==> src/rtl/cond_unit_if.sv <==
// cond_unit_if: decoder/FSM request and gated write-enable bundle for the conditional-execution stage.
interface cond_unit_if;
  logic [3:0] Cond;
  logic [3:0] ALUFlags;
  logic [1:0] FlagW;
  logic       PCS;
  logic       NextPC;
  logic       RegW;
  logic       MemW;
  logic       PCWrite;
  logic       RegWrite;
  logic       MemWrite;
  logic [3:0] Flags;
  logic       CondExD;
  modport master (
    output Cond, ALUFlags, FlagW, PCS, NextPC, RegW, MemW,
    input  PCWrite, RegWrite, MemWrite, Flags, CondExD
  );
  modport slave (
    input  Cond, ALUFlags, FlagW, PCS, NextPC, RegW, MemW,
    output PCWrite, RegWrite, MemWrite, Flags, CondExD
  );
endinterface

==> src/rtl/cond_unit.sv <==
// cond_unit: holds NZCV, evaluates ARM condition codes and gates PC/register/memory write enables.
module cond_unit #(
  parameter logic [3:0] FLAGS_RST = 4'b0000
) (
  input logic        clk,
  input logic        reset,
  cond_unit_if.slave bus
);
  logic [3:0] flags;
  logic       cond_ex, cond_ex_d;
  logic       n, z, c, v;
  assign {n, z, c, v} = flags;
  always_comb begin
    cond_ex = 1'b0;
    case (bus.Cond)
      4'b0000: cond_ex = z;
      4'b0001: cond_ex = !z;
      4'b0010: cond_ex = c;
      4'b0011: cond_ex = !c;
      4'b0100: cond_ex = n;
      4'b0101: cond_ex = !n;
      4'b0110: cond_ex = v;
      4'b0111: cond_ex = !v;
      4'b1000: cond_ex = c & !z;
      4'b1001: cond_ex = !c | z;
      4'b1010: cond_ex = n == v;
      4'b1011: cond_ex = n != v;
      4'b1100: cond_ex = !z & (n == v);
      4'b1101: cond_ex = z | (n != v);
      4'b1110: cond_ex = 1'b1;
      default: cond_ex = 1'b0;
    endcase
  end
  // Condition is judged on the old flags, so an instruction never sees its own result.
  always_ff @(posedge clk) begin
    if (reset) begin
      flags     <= FLAGS_RST;
      cond_ex_d <= 1'b0;
    end else begin
      if (bus.FlagW[1] & cond_ex) flags[3:2] <= bus.ALUFlags[3:2];
      if (bus.FlagW[0] & cond_ex) flags[1:0] <= bus.ALUFlags[1:0];
      cond_ex_d <= cond_ex;
    end
  end
  assign bus.Flags    = flags;
  assign bus.CondExD  = cond_ex_d;
  assign bus.PCWrite  = (bus.PCS & cond_ex_d) | bus.NextPC;
  assign bus.RegWrite = bus.RegW & cond_ex_d;
  assign bus.MemWrite = bus.MemW & cond_ex_d;
endmodule

==> src/flat_wrapper.sv <==
// flat-port wrapper written by rule: the top's interface ports become plain ports
module cond_unit_flat 
#(
  parameter logic [3:0] FLAGS_RST = 4'b0000
)
  (clk, reset, bus_Cond, bus_ALUFlags, bus_FlagW, bus_PCS, bus_NextPC, bus_RegW, bus_MemW, bus_PCWrite, bus_RegWrite, bus_MemWrite, bus_Flags, bus_CondExD);
  cond_unit_if bus_i ();
  input logic clk;
  input logic reset;
  input wire logic [$bits(bus_i.Cond)-1:0] bus_Cond;
  input wire logic [$bits(bus_i.ALUFlags)-1:0] bus_ALUFlags;
  input wire logic [$bits(bus_i.FlagW)-1:0] bus_FlagW;
  input wire logic [$bits(bus_i.PCS)-1:0] bus_PCS;
  input wire logic [$bits(bus_i.NextPC)-1:0] bus_NextPC;
  input wire logic [$bits(bus_i.RegW)-1:0] bus_RegW;
  input wire logic [$bits(bus_i.MemW)-1:0] bus_MemW;
  output wire logic [$bits(bus_i.PCWrite)-1:0] bus_PCWrite;
  output wire logic [$bits(bus_i.RegWrite)-1:0] bus_RegWrite;
  output wire logic [$bits(bus_i.MemWrite)-1:0] bus_MemWrite;
  output wire logic [$bits(bus_i.Flags)-1:0] bus_Flags;
  output wire logic [$bits(bus_i.CondExD)-1:0] bus_CondExD;
  assign bus_i.Cond = bus_Cond;
  assign bus_i.ALUFlags = bus_ALUFlags;
  assign bus_i.FlagW = bus_FlagW;
  assign bus_i.PCS = bus_PCS;
  assign bus_i.NextPC = bus_NextPC;
  assign bus_i.RegW = bus_RegW;
  assign bus_i.MemW = bus_MemW;
  assign bus_PCWrite = bus_i.PCWrite;
  assign bus_RegWrite = bus_i.RegWrite;
  assign bus_MemWrite = bus_i.MemWrite;
  assign bus_Flags = bus_i.Flags;
  assign bus_CondExD = bus_i.CondExD;
  cond_unit #(.FLAGS_RST(FLAGS_RST)) u_core (.clk(clk), .reset(reset), .bus(bus_i));
endmodule
==> config.mk <==
export PLATFORM = sky130hd
export DESIGN_NAME = cond_unit_flat
export DESIGN_NICKNAME = d
export VERILOG_FILES = /design/src/rtl/cond_unit_if.sv /design/src/rtl/cond_unit.sv /design/src/flat_wrapper.sv
export SDC_FILE = /design/constraint.sdc
export NUM_CORES = 1
export LEC_CHECK = 0
export CAP_MARGIN = 20
export CELL_PAD_IN_SITES_DETAIL_PLACEMENT = 1
export CELL_PAD_IN_SITES_GLOBAL_PLACEMENT = 1
export CORE_ASPECT_RATIO = 1.25
export CORE_UTILIZATION = 22
export DETAILED_ROUTE_END_ITERATION = 10
export PLACE_DENSITY = 0.76
export SYNTH_ARGS = -nofsm -noshare
export SYNTH_HDL_FRONTEND = slang
export SYNTH_SLANG_ARGS = --single-unit
==> constraint.sdc <==
create_clock -name clk -period 1.7 [get_ports clk]
set_input_delay 0.34 -clock clk [delete_from_list [all_inputs] [get_ports clk]]
set_output_delay 0.34 -clock clk [all_outputs]
set_load 0.01 [all_outputs]
==> Word-level counts from Yosys, hierarchy flattened <==
Cells that the tools add are included.
{ "totals": {"output_inout_bits": 8, "reg_bits": 5} }
{ "classes": {"eq_ne": 16, "mux": 1, "bitwise_logic": 10, "n_reduce_logical": 5} }
{ "ops": {"columns": ["cell", "count"], "rows": [
  ["$eq 4x4->1 const B", 7],
  ["$eq 4x3->1 const B", 4],
  ["$pmux 1 s15", 1],
  ["$eq 4x2->1 const B", 2],
  ["$and 1x1->1", 7],
  ["$eq 4x1->1 const B", 1],
  ["$logic_not 1->1", 4],
  ["$logic_not 4->1", 1],
  ["$or 1x1->1", 3],
  ["$eq 1x1->1", 1],
  ["$ne 1x1->1", 1]
]} }

==> Longest topological paths before layout <==
{ "logic_depth": {"ltp_word": 4, "mapped_depth": 6, "mapped_depth_nobuf": 5} }

==> Worst setup path after synthesis <==
OpenSTA, ideal clock, no wires.
{ "synth_path": {"kind": "input-to-reg", "start": "input port bus_Cond[0]", "end": "register u_core.flags[0] (netlist: u_core.bus.Flags[0])", "stages": 6, "t_required_ns": 1.628, "arrival_ns": 1.591, "setup_ns": 0.072, "path_slack_ns": 0.038, "path_cell_list": "buf_2 nor2b_1 a221oi_2 a311oi_2 o31ai_1 mux2i_1"} }
{ "synth_via": {"elab_chain_len": 3, "elab_cells_between_ends": 17} }
{ "synth_lines": {"columns": ["item", "line_no", "rtl"], "rows": [
  ["start: declaration", "flat_wrapper.sv:10", "input wire logic [$bits(bus_i.Cond)-1:0] bus_Cond;"],
  ["$eq 4x4->1, or another cell as far along", "cond_unit.sv:15", "case (bus.Cond)"],
  ["$pmux 1 s15 *", "cond_unit.sv:15", null],
  ["$and 1x1->1 *", "cond_unit.sv:41", "if (bus.FlagW[0] & cond_ex) flags[1:0] <= bus.ALUFlags[1:0];"],
  ["end signal: assignment", "cond_unit.sv:41", null],
  ["end: declaration", "cond_unit.sv:9", "logic [3:0] flags;"]
]} }
Mark *: on every way between the ends. The rest lies on a longest branch, timed or not.
A chain may end at the register's enable or synchronous reset.

==> Worst setup path in the final report <==
{ "layout_path": {"start": "register u_core.flags[2] (netlist: u_core.bus.Flags[2])", "end": "register u_core.flags[1] (netlist: u_core.bus.Flags[1])"} }
{ "layout_via": {"elab_chain_len": 4, "elab_cells_between_ends": 7} }
{ "layout_lines": {"columns": ["item", "line_no", "rtl"], "rows": [
  ["start signal: assignment", "cond_unit.sv:40", "if (bus.FlagW[1] & cond_ex) flags[3:2] <= bus.ALUFlags[3:2];"],
  ["$logic_not 1->1", "cond_unit.sv:17, cond_unit.sv:24, cond_unit.sv:28", null],
  ["$and 1x1->1 (on tied branches)", "cond_unit.sv:28, cond_unit.sv:24", null],
  ["$pmux 1 s15 *", "cond_unit.sv:15", null],
  ["$and 1x1->1 *", "cond_unit.sv:41", null]
]} }
Marked as above.

==> summary.md <==
| Metric | Value |
|---|---|
| Outcome | `finished, final reports clean` |
| Slowest stage delay, CP | `0.34 ns` |
| Area added between synthesis and finish | `97.63%` |
| Synth Warn # | `0` |
| Max frequency | `602.1 MHz` |
| Chip height | `50.95 µm` |
| Diode count | `0` |
| GR Overflow Total | `0` |
| CP max stage cell | `dfxtp_2` |
| Worst R2R Path Depth | `7` |
| Avg Inst Size Synth | `8.784 µm²` |
| Hold Crit Class | `reg2reg` |
| Clock slew at reported path FFs | `0.05 ns` |
| Crit-path max FO | `6` |
| CTS Buf Count | `3` |
| Bufs and invs on worst path | `2` |
| Synth Cell Area | `421.7 µm²` |
| Vias per cell | `4.877` |
| Vias | `517` |
| Largest delay share family, worst path | `compound AO/OA/AOI/OAI gates` |
| Cells after Synth | `48` |
| Main area contributors after synthesis | `dfxtp_1, mux2i_1, nand2b_1, and2_1, xnor2_1` |
| DR iter-0 viols | `7` |
| # clock sinks | `5` |
| Clock latency on the worst-skew pair | `0.25 ns` |
| DIE AREA | `2097 µm²` |
| Max IR drop VDD | `0.2813 mV` |
| Post-synth EDFFs | `0` |
| Layout cells sized above 1 | `0.2989` |
| Worst-path cell chain | `buf_6 -> and2_1 -> a221oi_2 -> a311oi_2 -> o31ai_1 -> buf_4 -> mux2i_1` |
| PwrDens | `570.4 nW/µm²` |
| Synth top area share | `0.2374` |
| Synth Flop Type | `dfxtp_1` |
| Async S/R FF share, synth | `0` |
| All-Layer GR Usage | `0.1554` |
| IO Count | `24` |
| Post-route DRC | `0` |
| Initial Utilization | `0.2360` |
| Hold Buf Count CTS | `0` |
| Cells on Worst Hold Path | `3` |
| WL final | `1.583 mm` |
| Largest net degree at the start of global routing | `10` |
| Setup ws final | `0.03927 ns` |
| NumNets Final | `104` |
| First-pass GRT wire length | `2.242 mm` |
| Core area | `1787 µm²` |
| Final min period | `1.661 ns` |
| Slew Limit Fails | `0` |
| CP endpoint kind | `flop` |
| Cell variety after synth | `27` |
| Synth Net Count | `64` |
| Placement Setup Slack | `-0.6216 ns` |
| Final Non-Filler Cells | `106` |
| Critical path class | `reg2reg` |
| H-tree levels | `1` |
| RSZ-0062 raised after global routing | `yes` |
| Final Util | `0.4664` |
| Final cycle utilization of the critical path | `0.9769` |
| Critical Path RT | `1.87 ns` |
| Critical path arrival | `1.83 ns` |
| # port buffers | `23` |
| Inst Count DP | `100` |
| Largest area contributor in the netlist | `dfxtp_1` |
| CTS tree | `built` |
| CP startpoint kind | `flop` |
| Antenna violations before repair | `0` |
| # setup viols final | `0` |
| Sequential area share after synthesis | `0.2374` |
| Pleak | `0.3712 nW` |
| Number of global-route vias before repair | `493` |
| Die Width | `41.16 µm` |
| FF+latch count, synth | `5` |
| Routed len/inst | `14.93 µm` |
| Clock Tree Buf Depth | `2` |
| Worst path depth | `7` |
| Final hold viol count | `0` |
| Slew HR | `0.7928` |
| Slew @ Worst Pin | `0.3108 ns` |
| Hpwl dp | `1.173 mm` |
| Max-cap violations | `0` |
| First-pass iteration count of the detailed router | `4` |
| Routed Antenna Nets | `0` |
| Clk_skew | `0.006185 ns` |
| Clock Root Buffer | `clkbuf_4` |
| Rows | `17` |
| Hold Slack | `0.6444 ns` |
| GPL Wtd Cong | `0.7680` |
| Synth top cells by count | `mux2i_1, nand2b_1, dfxtp_1` |
## worst min-delay path: stages (launching register included)
cell	delay, ns
dfxtp_2	0.34
buf_6	0.13
nand2b_1	0.06
mux2i_1	0.06
## per-stage QoR
stage               cell area (µm²)  power [mW]  TNS [ns]
global placement              753.2      0.3141    -2.698
finish                        833.3      0.4754         0
floorplan                     421.7      0.2087         0
global route                  833.3      0.5026   -0.1426
CTS                           810.8      0.4717         0
detailed placement            753.2      0.3187    -3.072
## cell usage in the layout (no fill, tap or decap), types with 2 or more instances in the layout
master / instances
inv_1: 2
nand2b_1: 6
or2b_1: 2
o31ai_1: 2
nor2_1: 2
dfxtp_1: 2
and2_1: 3
dfxtp_2: 2
clkbuf_4: 3
clkdlybuf4s50_1: 16
mux2i_1: 6
buf_4: 12
dlygate4sd2_1: 6
## power by group
group / switching, mW / internal, mW
sequential: 0.0120 / 0.127
clock: 0.0542 / 0.0891
combinational: 0.0763 / 0.117
## sequential cells by signal, indices dropped and copies added (netlist names)
register	count
u_core.bus.CondExD	1
u_core.bus.Flags	4
## repair_timing
item,CTS,global route
pin swaps,6,5
hold endpoints to repair,0,0
gates resized for setup,18,4
buffers inserted,2,0
cloned,0,0
setup endpoints to repair,8,6
## layout make-up
| type | instances | area (µm²) |
|---|---|---|
| clock buffers | 4 | 26.28 |
| inverters | 2 | 7.507 |
| flip-flops and latches | 5 | 106.4 |
| multi-input cells | 40 | 350.3 |
| fillers | 223 | 953.4 |
| repair buffers | 36 | 319.1 |
| well taps | 19 | 23.77 |
## logic make-up after synthesis
| group | share of synthesized area |
|---|---|
| XOR/XNOR | 0.06233 |
| multiplexers | 0.1424 |
| AO/OA/AOI/OAI | 0.1840 |
| buffers and inverters | 0.02967 |
| flip-flops | 0.2374 |
| AND/OR/NAND/NOR | 0.3442 |
## worst paths after layout
path	start	to	slack (ns)
setup / recovery	u_core.bus.Flags[2]$_SDFFE_PP0P_	u_core.bus.Flags[1]$_SDFFE_PP0P_	0.04
hold / removal	u_core.bus.Flags[2]$_SDFFE_PP0P_	u_core.bus.Flags[2]$_SDFFE_PP0P_	0.64
setup reg to reg	u_core.bus.Flags[2]$_SDFFE_PP0P_	u_core.bus.Flags[1]$_SDFFE_PP0P_	0.04
hold reg to reg	u_core.bus.Flags[2]$_SDFFE_PP0P_	u_core.bus.Flags[2]$_SDFFE_PP0P_	0.64
## routing by layer
| metal | vias to the layer above | share of wire | GRT usage |
|---|---|---|---|
| met5 | - | 0 | 0 |
| met4 | 0 | 0 | 0.04839 |
| met3 | 0 | 0.023 | 0.05217 |
| met2 | 8 | 0.56 | 0.2630 |
| met1 | 254 | 0.41 | 0.1733 |
| li1 | 255 | - | - |
(Power assumes the default switching activity.)
